===== config.mk =====
export PLATFORM = sky130hd
export DESIGN_NAME = dlx_fetch_unit
export DESIGN_NICKNAME = d
export VERILOG_FILES = /design/src/rtl/dlx_fetch_unit.sv
export SDC_FILE = /design/constraint.sdc
export NUM_CORES = 1
export LEC_CHECK = 0
export ABC_CLOCK_PERIOD_IN_PS = 5100
export CAP_MARGIN = 20
export CORE_ASPECT_RATIO = 0.8
export CORE_MARGIN = 10
export CORE_UTILIZATION = 50
export CTS_CLUSTER_DIAMETER = 120
export CTS_CLUSTER_SIZE = 16
export DETAILED_ROUTE_END_ITERATION = 7
export PLACE_DENSITY = 0.77
export SLEW_MARGIN = 0
export SYNTH_ARGS = -nofsm -noshare
export SYNTH_HDL_FRONTEND = slang
export SYNTH_SLANG_ARGS = --single-unit

===== constraint.sdc =====
create_clock -name clk -period 5.1 [get_ports clk]
set_clock_uncertainty 0.05 [all_clocks]
set_input_delay 0.51 -clock clk [delete_from_list [all_inputs] [get_ports clk]]
set_output_delay 0.51 -clock clk [all_outputs]
set_load 0.01 [all_outputs]

===== src/rtl/dlx_fetch_unit.sv =====
// DLX instruction-fetch stage: PC generator, valid/ready request port to an in-order
// variable-latency instruction memory, and a DEPTH-entry prefetch queue toward decode.
module dlx_fetch_unit #(
   parameter int unsigned        PC_SIZE  = 32,
   parameter int unsigned        IR_SIZE  = 32,
   parameter int unsigned        DEPTH    = 4,
   parameter logic [PC_SIZE-1:0] RESET_PC = '0,
   parameter int unsigned        PC_INC   = 4
) (
   input  logic               clk,
   input  logic               rst,
   output logic               imem_req_valid,
   input  logic               imem_req_ready,
   output logic [PC_SIZE-1:0] imem_addr,
   input  logic               imem_rsp_valid,
   input  logic [IR_SIZE-1:0] imem_rsp_data,
   output logic               ir_valid,
   input  logic               ir_ready,
   output logic [IR_SIZE-1:0] ir,
   output logic [PC_SIZE-1:0] ir_pc,
   output logic [PC_SIZE-1:0] npc,
   input  logic               redirect_en,
   input  logic [PC_SIZE-1:0] redirect_pc,
   output logic               busy
);

   localparam int unsigned IW = $clog2(DEPTH);
   localparam int unsigned PW = IW + 1;
   localparam logic [PC_SIZE-1:0] ALIGN_MASK = ~(PC_SIZE'(PC_INC - 1));
   localparam logic [PC_SIZE-1:0] PC_STEP    = PC_SIZE'(PC_INC);

   typedef logic [PW-1:0] ptr_t;

   logic [PC_SIZE-1:0] pc_q, pc_d;
   ptr_t               alloc_q, alloc_d;
   ptr_t               fill_q, fill_d;
   ptr_t               rd_q, rd_d;
   ptr_t               drop_q, drop_d;
   logic [DEPTH-1:0]   filled_q, filled_d;
   logic [PC_SIZE-1:0] pc_mem_q    [DEPTH];
   logic [IR_SIZE-1:0] instr_mem_q [DEPTH];

   logic [IW-1:0] alloc_idx, fill_idx, rd_idx;
   ptr_t          unfilled, in_use;
   logic [PW:0]   occupancy;
   logic [PW:0]   drop_sum;
   logic          req_fire, rsp_take, rsp_drop, deq, rsp_expected;

   assign alloc_idx = alloc_q[IW-1:0];
   assign fill_idx  = fill_q[IW-1:0];
   assign rd_idx    = rd_q[IW-1:0];

   assign unfilled  = alloc_q - fill_q;
   assign in_use    = alloc_q - rd_q;
   assign occupancy = {1'b0, in_use} + {1'b0, drop_q};

   assign imem_req_valid = !rst && !redirect_en && (occupancy < (PW+1)'(DEPTH));
   assign imem_addr      = pc_q;
   assign req_fire       = imem_req_valid && imem_req_ready;

   assign ir_valid = filled_q[rd_idx];
   assign ir       = instr_mem_q[rd_idx];
   assign ir_pc    = pc_mem_q[rd_idx];
   assign npc      = ir_pc + PC_STEP;
   assign deq      = ir_valid && ir_ready;

   // Responses are in order, so stale responses from before a redirect always drain first.
   assign rsp_expected = (drop_q != '0) || (unfilled != '0);
   assign rsp_drop     = imem_rsp_valid && (drop_q != '0);
   assign rsp_take     = imem_rsp_valid && !redirect_en && (drop_q == '0) && (unfilled != '0);

   assign busy = rsp_expected;

   assign drop_sum = {1'b0, drop_q} + {1'b0, unfilled}
                     - (PW+1)'(imem_rsp_valid && rsp_expected);

   always_comb begin
      pc_d     = pc_q;
      alloc_d  = alloc_q;
      fill_d   = fill_q;
      rd_d     = rd_q;
      drop_d   = drop_q;
      filled_d = filled_q;
      if (redirect_en) begin
         pc_d     = redirect_pc & ALIGN_MASK;
         alloc_d  = '0;
         fill_d   = '0;
         rd_d     = '0;
         filled_d = '0;
         drop_d   = drop_sum[PW-1:0];
      end else begin
         if (req_fire) begin
            pc_d    = pc_q + PC_STEP;
            alloc_d = alloc_q + ptr_t'(1);
         end
         if (rsp_drop) begin
            drop_d = drop_q - ptr_t'(1);
         end else if (rsp_take) begin
            filled_d[fill_idx] = 1'b1;
            fill_d             = fill_q + ptr_t'(1);
         end
         if (deq) begin
            filled_d[rd_idx] = 1'b0;
            rd_d             = rd_q + ptr_t'(1);
         end
      end
   end

   always_ff @(posedge clk) begin
      if (rst) begin
         pc_q     <= RESET_PC;
         alloc_q  <= '0;
         fill_q   <= '0;
         rd_q     <= '0;
         drop_q   <= '0;
         filled_q <= '0;
         for (int i = 0; i < DEPTH; i++) begin
            pc_mem_q[i]    <= '0;
            instr_mem_q[i] <= '0;
         end
      end else begin
         pc_q     <= pc_d;
         alloc_q  <= alloc_d;
         fill_q   <= fill_d;
         rd_q     <= rd_d;
         drop_q   <= drop_d;
         filled_q <= filled_d;
         if (req_fire) pc_mem_q[alloc_idx] <= pc_q;
         if (rsp_take) instr_mem_q[fill_idx] <= imem_rsp_data;
      end
   end

`ifndef SYNTHESIS
   // A response with nothing outstanding is a memory protocol error; the RTL ignores it.
   a_rsp_outstanding : assert property (@(posedge clk) disable iff (rst)
      imem_rsp_valid |-> rsp_expected);
`endif

endmodule


==> run summary <==
CP Data Required Time - 4.54 ns
Final hold violations - 0
WHS - 0.478 ns
Routed Antenna Nets - 0
RSZ-0062 raised after global routing - false
Yosys reg bits - 296
First-pass GRT wire length - 54.5 mm
Seq/Total Area, Yosys - 0.593
Hold Path Stages - 2
Avg Inst Size Synth - 13.5 um2
Worst reg-to-reg path cell count - 15
Residual DRC - 0
Setup crit end kind - primary output
Root buf cell - clkbuf_16
Most common cell after layout, fill and taps aside - edfxtp_1
Vias/cell - 5.63
Leakage - 0.00602 uW
Relative slew slack - 0.334
RR Endpoint - drop_q[2]
CTS H-tree depth - 1
WL final - 34.7 mm
Layout filler cell count - 2228
Max cap viols - 0
Initial DRC count - 734
Area occupied by multi-input gates - 5390 um2
Status - complete, no violations
Final period utilization - 0.830
WL/cell - 21.6 um
Final Max Slew Viols - 0
Vias in the first global route - 9146
Setup bufs post-CTS - 0
CTS max path bufs - 3
Worst EP arrival - 3.67 ns
Drt first pass iters - 5
Clock tree sinks - 296
Achievable Freq - 0.236 GHz
Final nets - 1314
Post-Syn Area - 14200 um2
Worst r2r src - alloc_q[1]
Die area - 35500 um2
CTS tree - built
Initial Util - 0.505
Final setup viols - 0
Asr flop ratio synth - 0
Core ar. - 28100 um2
Vias after detailed routing - 9053
Post_cts resized - 0
Post-route cell area - 17100 um2
Hold crit path type - flip-flop to flip-flop
GRT overflow - 0
Pwr/cell area - 293 nW/um2
Reg clk slew, reported paths - 0.07 ns
Antenna cell count - 0
Post-synth EDFFs - 248
Std cell rows - 55
Syn Inst Count - 1046
GP Congestion - 0.882
Hold Crit Endpoint - fill_q[2]
Share of cells above drive strength 1 - 0.103
Die width - 208 um
Startpoint types - flip-flop
Post-DP HPWL - 23.0 mm
Peak VDD IR - 0.259 mV
Clock Latency Late Sink - 0.52 ns
Worst-margin pin slew - 0.999 ns
Most frequent cells in the layout - 248 x edfxtp_1, 240 x and2_1, 192 x clkdlybuf4s50_1, 57 x mux4_2, 48 x nand2_1
PortBufs - 192
Most used flip-flop cell after synthesis - edfxtp_1
CP Max Fanout - 36
DIE HEIGHT - 171 um
Area delta synth->final - 20.4%
Register area - 8410 um2
Ys Warns - 0
Hold_sp - fill_q[2]
R2R Setup Slk - 1.06 ns
Placed Area - 16400 um2
Hold-fix buffers, CTS - 0
Tmin final - 4.23 ns
GRT Util Overall - 0.193
Antenna violations before repair - 0
IO Pins - 201
Critical path type - flip-flop to primary output
Synth unique cells - 63
Largest net degree at the start of global routing - 46
Total CTS buffers - 22
layout make-up:
class                      instances  area share
clock buffer                      38      0.0358
sequential                       296       0.493
inverter                          24     0.00528
timing repair buffer             211       0.121
clock inverter                     2     0.00147
tap                              370      0.0271
multi-input combinational        666       0.316
registers in the layout (all words and copies together) (netlist names), named ones only:
signal	flops
instr_mem_q	128
filled_q	4
alloc_q	3
pc_mem_q	120
rd_q	3
drop_q	3
imem_addr	30
fill_q	3
per-layer routing:
| layer | wire, um | GRT usage |
|---|---|---|
| met5 | 0 | 0 |
| met4 | 697 | 0.0462 |
| met3 | 2460 | 0.0332 |
| met2 | 16400 | 0.310 |
| met1 | 15100 | 0.269 |
power breakdown:
| group | leakage, uW | total [uW] | internal, uW | switching [uW] |
|---|---|---|---|---|
| Clock | 0.000301 | 1620 | 821 | 801 |
| Sequential | 0.00296 | 2790 | 2720 | 71.2 |
| Combinational | 0.00276 | 588 | 283 | 305 |
how the worst max path moves through the flow:
stage / from / endpoint / slack [ns] / depth (start not counted)
floorplan: alloc_q[0] / pc_mem_q[1][10] / -0.009 / 13
global placement: alloc_q[1] / drop_q[2] / 1.17 / 15
detailed placement: alloc_q[1] / drop_q[2] / 1.10 / 15
CTS: flip-flop / npc[25] / 0.79 / 6
global route: flip-flop / npc[25] / 0.63 / 6
finish: flip-flop / npc[25] / 0.87 / 6
stage by stage:
stage / setup TNS [ns] / std cells / utilization / setup slack (ns) / total power [uW]
global route: 0 / 1607 / 0.607 / 0.632 / 5190
global placement: 0 / 1566 / 0.585 / 1.17 / 3420
detailed placement: 0 / 1567 / 0.585 / 1.10 / 3430
floorplan: -0.537 / 1051 / - / -0.00896 / 3120
CTS: 0 / 1607 / 0.607 / 0.790 / 5040
finish: 0 / 1607 / 0.607 / 0.866 / 5000
critical path, stage by stage, from the launching register on:
cell and delay [ns]:
dfxtp_4 0.82, mux4_1 0.56, nand3_2 0.18, nor4_4 0.46
or3b_1 0.41, xnor2_1 0.14, clkdlybuf4s50_1 0.56
synthesized netlist by cell type (all sizes together), types with 3 or more instances:
cell    instances  share of area
nand4b          3         0.0019
a21oi          25         0.0088
o21ai          15         0.0053
a31oi          13         0.0057
edfxtp        248           0.53
or3             4         0.0018
buf            24          0.012
nor4           11         0.0080
inv            24         0.0064
fa              3         0.0042
or4             3         0.0016
mux2            3         0.0024
clkbuf         41          0.011
a211oi          9         0.0048
nand2          48          0.013
nor2           44          0.012
or2             6         0.0028
nand3b          3         0.0016
mux4           63           0.10
nand4          21          0.011
dfxtp          48          0.068
a311oi          4         0.0029
and2          240           0.11
nand3          29          0.011
nor3           12         0.0046
and3            9         0.0040
xnor2          36          0.022
a22oi           3         0.0016
ha             20          0.018
xor2           11         0.0068
cell families (layout without fill, tap and decap cells):
group           Yosys count  count (layout)  share of synthesized area
xor+xnor                 48              48                     0.0306
flops                   296             296                      0.593
buf+inv                  89             275                     0.0294
mux                      67              67                      0.105
other cells               1               6                   0.000265
simple gates            441             441                      0.183
compound gates           81              81                     0.0362
fa+ha+maj                23              23                     0.0219
Power figures use the tool's default switching activity.
